==> src/rtl/ram_lsu.sv <==
// ram_lsu: load/store unit between a core request port and a single-port synchronous-read RAM (byte/half via RMW).
// Latency: error 1 cycle, word store 2, load 3, byte/half store 4; one request in flight at a time.
// Backpressure: req_ready high only in IDLE; define LSU_RANGE_CHECK_EN to flag addresses beyond 4*DEPTH bytes.
module ram_lsu #(
  parameter int DATA_W = 32,
  parameter int DEPTH  = 1024,
  localparam int AW    = $clog2(DEPTH)
) (
  input  logic              clock,
  input  logic              reset_n,
  input  logic              req_valid,
  output logic              req_ready,
  input  logic              req_we,
  input  logic [1:0]        req_size,
  input  logic              req_unsigned,
  input  logic [31:0]       req_addr,
  input  logic [DATA_W-1:0] req_wdata,
  output logic              rsp_valid,
  output logic [DATA_W-1:0] rsp_rdata,
  output logic              rsp_err,
  output logic [AW-1:0]     address,
  output logic              wren,
  output logic [DATA_W-1:0] data_in,
  input  logic [DATA_W-1:0] data_out
);

  typedef enum logic [2:0] {IDLE, RD, DATA, WR, RESP} state_t;

  state_t state_q, state_d;

  logic              we_q, we_d;
  logic [1:0]        size_q, size_d;
  logic              uns_q, uns_d;
  logic [1:0]        lo_q, lo_d;
  logic [DATA_W-1:0] wdata_q, wdata_d;
  logic [AW-1:0]     address_q, address_d;
  logic [DATA_W-1:0] data_in_q, data_in_d;
  logic [DATA_W-1:0] rsp_rdata_q, rsp_rdata_d;
  logic              rsp_err_q, rsp_err_d;

  logic              mis_align;
  logic              out_of_range;
  logic              req_err;
  logic [4:0]        sh;
  logic [DATA_W-1:0] shifted, lane_mask, load_ext, merged;

  // Alignment check on the live request: half needs addr[0]=0, word needs addr[1:0]=0, size 11 is never legal.
  always_comb begin
    mis_align = 1'b0;
    case (req_size)
      2'b00:   mis_align = 1'b0;
      2'b01:   mis_align = req_addr[0];
      2'b10:   mis_align = |req_addr[1:0];
      default: mis_align = 1'b1;
    endcase
  end

`ifdef LSU_RANGE_CHECK_EN
  assign out_of_range = (req_addr >> (AW + 2)) != 32'd0;
`else
  // Upper address bits are dropped so accesses wrap modulo 4*DEPTH bytes.
  logic unused_addr_hi;
  assign unused_addr_hi = ^(req_addr >> (AW + 2));
  assign out_of_range   = 1'b0;
`endif

  assign req_err = mis_align | out_of_range;

  // State register; reset aborts any operation in flight.
  always_ff @(posedge clock) begin
    if (!reset_n) state_q <= IDLE;
    else          state_q <= state_d;
  end

  // Next-state: errors go straight to RESP, word stores skip the read, everything else reads first.
  always_comb begin
    state_d = state_q;
    case (state_q)
      IDLE: begin
        if (req_valid) begin
          if (req_err)                          state_d = RESP;
          else if (req_we && req_size == 2'b10) state_d = WR;
          else                                  state_d = RD;
        end
      end
      RD:      state_d = DATA;
      DATA:    state_d = we_q ? WR : RESP;
      WR:      state_d = RESP;
      RESP:    state_d = IDLE;
      default: state_d = IDLE;
    endcase
  end

  // Outputs decoded from state; gated by reset_n so an abort never leaks a write or response.
  always_comb begin
    req_ready = reset_n && (state_q == IDLE);
    wren      = reset_n && (state_q == WR);
    rsp_valid = reset_n && (state_q == RESP);
  end

  // Lane steering: extract/extend the addressed lane for loads and merge wdata into it for stores.
  always_comb begin
    sh      = {lo_q, 3'b000};
    shifted = data_out >> sh;
    case (size_q)
      2'b00: begin
        lane_mask = 32'h0000_00FF << sh;
        load_ext  = uns_q ? {24'd0, shifted[7:0]} : {{24{shifted[7]}}, shifted[7:0]};
      end
      2'b01: begin
        lane_mask = 32'h0000_FFFF << sh;
        load_ext  = uns_q ? {16'd0, shifted[15:0]} : {{16{shifted[15]}}, shifted[15:0]};
      end
      default: begin
        lane_mask = 32'hFFFF_FFFF;
        load_ext  = data_out;
      end
    endcase
    merged = (data_out & ~lane_mask) | ((wdata_q << sh) & lane_mask);
  end

  // Datapath next values: capture the request on accept, then fold in the RAM word during DATA.
  always_comb begin
    we_d        = we_q;
    size_d      = size_q;
    uns_d       = uns_q;
    lo_d        = lo_q;
    wdata_d     = wdata_q;
    address_d   = address_q;
    data_in_d   = data_in_q;
    rsp_rdata_d = rsp_rdata_q;
    rsp_err_d   = rsp_err_q;
    if (state_q == IDLE && req_valid) begin
      we_d        = req_we;
      size_d      = req_size;
      uns_d       = req_unsigned;
      lo_d        = req_addr[1:0];
      wdata_d     = req_wdata;
      rsp_rdata_d = '0;
      rsp_err_d   = req_err;
      // A rejected request leaves the RAM-facing registers untouched.
      if (!req_err) begin
        address_d = req_addr[AW+1:2];
        data_in_d = req_wdata;
      end
    end else if (state_q == DATA) begin
      if (we_q) data_in_d   = merged;
      else      rsp_rdata_d = load_ext;
    end
  end

  // Datapath registers.
  always_ff @(posedge clock) begin
    if (!reset_n) begin
      we_q        <= 1'b0;
      size_q      <= 2'b00;
      uns_q       <= 1'b0;
      lo_q        <= 2'b00;
      wdata_q     <= '0;
      address_q   <= '0;
      data_in_q   <= '0;
      rsp_rdata_q <= '0;
      rsp_err_q   <= 1'b0;
    end else begin
      we_q        <= we_d;
      size_q      <= size_d;
      uns_q       <= uns_d;
      lo_q        <= lo_d;
      wdata_q     <= wdata_d;
      address_q   <= address_d;
      data_in_q   <= data_in_d;
      rsp_rdata_q <= rsp_rdata_d;
      rsp_err_q   <= rsp_err_d;
    end
  end

  assign address   = address_q;
  assign data_in   = data_in_q;
  assign rsp_rdata = rsp_rdata_q;
  assign rsp_err   = rsp_err_q;

endmodule
==> config.mk <==
export PLATFORM = sky130hd
export DESIGN_NAME = ram_lsu
export DESIGN_NICKNAME = d
export VERILOG_FILES = /design/src/rtl/ram_lsu.sv
export SDC_FILE = /design/constraint.sdc
export NUM_CORES = 1
export LEC_CHECK = 0
export CORE_MARGIN = 8
export CORE_UTILIZATION = 52
export DETAILED_ROUTE_END_ITERATION = 8
export GPL_TIMING_DRIVEN = 0
export PLACE_DENSITY = 0.87
export SKIP_LAST_GASP = 1
export SLEW_MARGIN = 15
export SYNTH_ARGS = -nofsm -noshare
export SYNTH_HDL_FRONTEND = slang
export SYNTH_SLANG_ARGS = --single-unit
==> constraint.sdc <==
create_clock -name clock -period 3.25 [get_ports clock]
set_input_delay 0.65 -clock clock [delete_from_list [all_inputs] [get_ports clock]]
set_output_delay 0.65 -clock clock [all_outputs]
set_load 0.02 [all_outputs]
==> reports/metrics.yaml, run 1 <==
critPathMaxFanout: 10
setup_viol: 0
synth.distinct_cells: 49
final_core_util_pct: 74.2
synth_edf_count: 0
status: "finished, final reports clean"
area_growth_pct: 38.8
diodes: 0
seq_area_frac_synth_pct: 37.8
async_flop_share_pct: 0
drt_pass1_iterations: 6
cts_num_sinks: 116
grt_use_total_pct: 28.8
cts_buffer_depth: 2
slowest_delay_ns: 0.60
synth_top_cell_by_area: "dfxtp_1"
drcViolationCount: 0
fin_skew_ns: 0.00521
fin_crit_ns: 3.22
cts_max_level: 4
hold_class: "reg -> reg"
crit_chain: "clkdlybuf4s50_1 > buf_2 > clkbuf_4 > and3_1 > clkdlybuf4s50_1"
ys_ff_latch: 116
use_met1_pct: 36.8
timing.rr.end: "data_in[18]"
crit_type: "in -> out"
gp_congestion: 0.998
met2_usage_pct: 44.3
ant_nets: 0
die_height_um: 125
core_mm2: 0.0115
cts_setup_buffers: 0
rows: 39
register_area_mm2: 0.00232
first_iter_violations: 950
numCtsBuffers: 17
relSlewSlack_pct: 42.1
wl_per_cell_um: 22.0
top_usage_layer: "met2"
syn_area_mm2: 0.00614
nets: 1032
worstPathArrival_ns: 2.57
ys_warn_count: 0
synth.most_common_cell: "nand2_1"
grt_pass1_wl_um: 36200
hold-path-endpoint: "rsp_rdata[5]"
dpl.hpwl_um: 17300
hold_viol: 0
peakVddDrop_mv: 0.325
rsz0062_at_grt: "no"
die_area_mm2: 0.0155
place_ws_ns: -0.415
synth.avg_cell_area_um2: 8.18
yosys-top-cells-area: "dfxtp_1 (38%), nand2_1 (7.6%), a21boi_0 (6.9%)"
multi_input_area_mm2: 0.00338
fin_crit_sh_pct: 99.1
clk_pin_slew_ns: 0.05
antenna_found_initial: 0
grt_util_met3_pct: 6.60
fin_ws_ns: 0.0288
min_path_cells: 2
dr_total_vias: 6883
cts_root_buffer: "clkbuf_16"
worstSetupStartpointType: "input pin"
routed_wl_um: 23800
fmax_mhz: 310
portBuffers: 160
postCtsHoldBufs: 0
synth_top_area_share_pct: 37.8
endpoint_kind: "primary output"
synth_common_cells: "nand2_1 (124), dfxtp_1 (116), a21boi_0 (56)"
via_per_inst: 6.34
rr_worst_depth: 8
power_mw: 4.44
ios: 181
insertion_delay_ns: 0.41
post_cts_resized: 3
dieWidth_um: 125
r2r_slack_ns: 0.73
slew_viol_final: 0
holdWs_ns: 0.455
synth-main-ff-cell: "dfxtp_1"
p_leak_nw: 3.11
fillCellCount: 884
slowest_stage: "clkdlybuf4s50_1"
min_from: "rsp_rdata[5]"
maxCapViolCount: 0
cts_tree: "done"
first_global_vias: 6563
grt_max_degree: 17
drive_gt1_share_pct: 6.69
powerDensity_mw_per_mm2: 522
worst_pin_slew_ns: 0.867
r2r_start: "lo_q[0]"
syn_nets: 853
synth_cells: 750
grt_overflow: 0
start_util_pct: 53.5
cp_common_cell: "clkdlybuf4s50_1"
crit_required_ns: 2.60
where the power goes:
part           internal (mW)  switching (mW)
logic                  0.417           0.592
registers               1.51          0.0675
clock network           1.17           0.687
total                   3.10            1.35
stage by stage:
stage | std cells | setup TNS (ns) | cell area, µm²
2_1_floorplan | 750 | 0 | 6140
3_5_place_dp | 1053 | -0.695 | 7920
3_3_place_gp | 1053 | -0.537 | 7920
6_report | 1085 | 0 | 8510
4_1_cts | 1085 | 0 | 8510
5_1_grt | 1085 | 0 | 8510
logic make-up (layout without fill, tap and decap cells):
group                  count (synthesis)  after routing  share of synthesized area [%]
buffers and inverters                103            295                           7.18
muxes                                 37             37                           6.65
and+or+nand+nor                      209            209                           15.7
DFF                                  116            116                           37.8
AOI/OAI and AO/OA                    285            285                           32.6
state kept, by name, indices dropped and copies added, names as in the netlist:
name and cells:
state_q 3, uns_q 1, we_q 1, rsp_err 1, size_q 2, data_in 32, wdata_q 32, lo_q 2
address 10, rsp_rdata 32
layout make-up:
| type | count | area share, % |
|---|---|---|
| Clock buffer | 20 | 5.36 |
| Clock inverter | 12 | 1.53 |
| Inverter | 26 | 1.15 |
| Buffer | 77 | 4.09 |
| Timing Repair Buffer | 160 | 18.8 |
| Tap cell | 143 | 2.10 |
| Multi-Input combinational cell | 531 | 39.7 |
| Sequential cell | 116 | 27.3 |
cell usage in the layout (no fill, tap or decap), types with 3 or more instances in the layout:
cell type	instances
a221o_1	8
clkinv_2	4
a211oi_1	15
a21boi_0	56
o22ai_1	23
or3_1	3
a41oi_1	9
and2_1	10
a31oi_1	16
o21ai_0	33
buf_1	8
clkdlybuf4s50_1	160
a2bb2oi_1	7
o2bb2ai_1	9
nor2b_1	23
o311a_1	8
o31a_1	7
buf_2	17
nor3_1	5
a21oi_1	51
nand2b_1	4
o221ai_1	23
clkinv_4	3
o31ai_1	8
dfxtp_1	116
clkbuf_1	47
nor2_1	12
clkbuf_16	17
mux4_2	3
mux2i_1	34
and3_1	3
nand3_1	17
buf_6	4
nand2_1	124
inv_1	26
worst max-delay path: cells and delay by family:
| family | cells | cell delay [ns] |
|---|---|---|
| buffers and inverters | 4 | 1.74 |
| AND/OR/NAND/NOR | 1 | 0.18 |
routing by layer:
| metal | wire length (µm) | vias to the layer above |
|---|---|---|
| met5 | 0 | - |
| li1 | - | 3104 |
| met1 | 9680 | 3218 |
| met3 | 2480 | 79 |
| met2 | 10700 | 482 |
| met4 | 970 | 0 |
worst max path at each step:
stage / slack [ns] / end / startpoint / depth (start not counted)
final: 0.03 / rsp_valid / reset_n / 5
after global routing: 0.009 / rsp_valid / reset_n / 5
after CTS: 0.05 / rsp_valid / reset_n / 5
after detailed placement: -0.41 / rsp_valid / reset_n / 5
after global placement: -0.39 / rsp_valid / reset_n / 5
after floorplan: 1.08 / req_ready / reset_n / 3
Note: power is estimated with default switching activity, not from simulation.
==> inputs of run 2 (changes only) <==
Settings changed: CORE_MARGIN 8 to default, CORE_UTILIZATION 52 to 45, PLACE_DENSITY 0.87 to 0.77, SLEW_MARGIN 15 to 5.
==> reports/metrics.yaml, run 2 (synthesis gave the netlist of run 1 again) <==
status: "finished, final reports clean"
routed_wl_um: 21500
place_ws_ns: -0.388
r2r_start: "state_q[1]"
power_frac_comb_pct: 22.1
diodes: 0
endpoint_kind: "primary output"
fin_skew_ns: 0.00801
placed_cell_area_mm2: 0.00796
insertion_delay_ns: 0.42
switching_share_pct: 28.9
ios: 181
final_cell_mix: "clkdlybuf4s50_1 (160), nand2_1 (124), dfxtp_1 (116), a21boi_0 (56), a21oi_1 (51)"
peakVddDrop_mv: 0.315
wl_per_cell_um: 19.3
cts_num_sinks: 116
cts_root_buffer: "clkbuf_16"
timing.rr.end: "rsp_rdata[1]"
critPathMaxFanout: 10
start_util_pct: 46.2
crit_type: "in -> out"
p_clk_share_pct: 42.4
relSlewSlack_pct: 20.0
dpl.hpwl_um: 16200
fmax_mhz: 313
worst_pin_slew_ns: 1.19
r2r_slack_ns: 0.79
stdcell_area_mm2: 0.00855
setup_viol: 0
switchingPower_mw: 1.29
rows: 42
seqPwrFrac_pct: 35.5
p_leak_nw: 3.12
ant_nets: 0
drive_gt1_share_pct: 6.38
fin_crit_ns: 3.20
dp.cells: 1086
worstSetupStartpointType: "input pin"
cts_setup_buffers: 0
grt_overflow: 0
rsz0062_at_grt: "no"
drcViolationCount: 0
core_mm2: 0.0133
layout.cells.non_filler: 1117
slew_viol_final: 0
first_global_vias: 6214
final_common_cell: "clkdlybuf4s50_1"
portBuffers: 160
fin_ws_ns: 0.0507
min_from: "rsp_rdata[6]"
powerDensity_mw_per_mm2: 520
nets: 1032
first_iter_violations: 697
internal_power_mw: 3.16
grt_pass1_wl_um: 33900
cts_buffer_depth: 2
area_growth_pct: 39.4
min_path_cells: 2
crit_required_ns: 2.60
dr_total_vias: 6564
drt_pass1_iterations: 6
fillCellCount: 1153
hold-path-endpoint: "rsp_rdata[6]"
die_height_um: 119
hold_class: "reg -> reg"
hold_viol: 0
fin_crit_sh_pct: 98.4
maxCapViolCount: 0
cts_tree: "done"
die_area_mm2: 0.0141
gp_congestion: 0.950
cts_max_level: 4
grt_use_total_pct: 31.3
via_per_inst: 5.88
grt_max_degree: 17
clk_pin_slew_ns: 0.05
dieWidth_um: 119
numCtsBuffers: 17
antenna_found_initial: 0
rr_worst_depth: 6
worstPathArrival_ns: 2.55
power_mw: 4.45
## run 2: cell types whose count changed in the layout (fill, tap and decap cells not counted), sizes merged
cell / delta
buf: -1
bufinv: +1
clkbuf: +2
clkinv: -1
clkinvlp: -1
inv: -1
## run 2: routing by layer
metal	vias up	GRT usage, %	routed length, µm
met5	-	0	0
met4	0	13.8	682
li1	3100	-	-
met3	58	7.82	1780
met1	3070	41.6	9580
met2	336	47.8	9500
## run 2: what timing repair did
item / CTS / global route
hold buffers: 0 / 0
gates resized for setup: 2 / 2
hold endpoints to repair: 0 / 0
cloned: 0 / 0
setup endpoints to repair: 3 / 1
## run 2: worst max-delay path, stage by stage
cell,delay [ns]
clkdlybuf4s50_1,0.54
clkbuf_2,0.28
clkbuf_4,0.29
and3_1,0.18
clkdlybuf4s50_1,0.61
## run 2: area by class of cell
type	count	area [µm²]	area share, %
inverters	26	97.6	1.14
flip-flops and latches	116	2320	27.1
repair buffers	160	1600	18.7
multi-input cells	531	3370	39.4
clock inverters	10	131	1.54
clock buffers	21	460	5.38
well taps	176	220	2.57
plain buffers	77	348	4.07
## run 2: through the flow
stage               TNS (ns)  utilization, %  hold WS [ns]
floorplan                  0               -         0.439
global placement      -0.443            59.9         0.440
detailed placement    -0.474            59.9         0.447
CTS                        0            64.3         0.454
global route               0            64.3         0.466
finish                     0            64.3         0.454
## run 2: worst max path at each step
stage             from   endpoint  depth (start not counted)  slack [ns]
3_3_place_gp   reset_n  rsp_valid                          5       -0.38
5_1_grt        reset_n  rsp_valid                          5       0.003
2_1_floorplan  reset_n  req_ready                          3        1.08
4_1_cts        reset_n  rsp_valid                          5       0.003
6_report       reset_n  rsp_valid                          5        0.05
3_5_place_dp   reset_n  rsp_valid                          5       -0.39
## run 2: power by group through the flow
| stage | logic [mW] | clock network, mW | registers, mW |
|---|---|---|---|
| after floorplan | 0.497 | 0 | 1.65 |
| after global placement | 0.958 | 0 | 1.60 |
| after detailed placement | 0.962 | 0 | 1.61 |
| after CTS | 0.966 | 1.90 | 1.58 |
| after global routing | 1.06 | 1.97 | 1.59 |
| final | 0.985 | 1.89 | 1.58 |
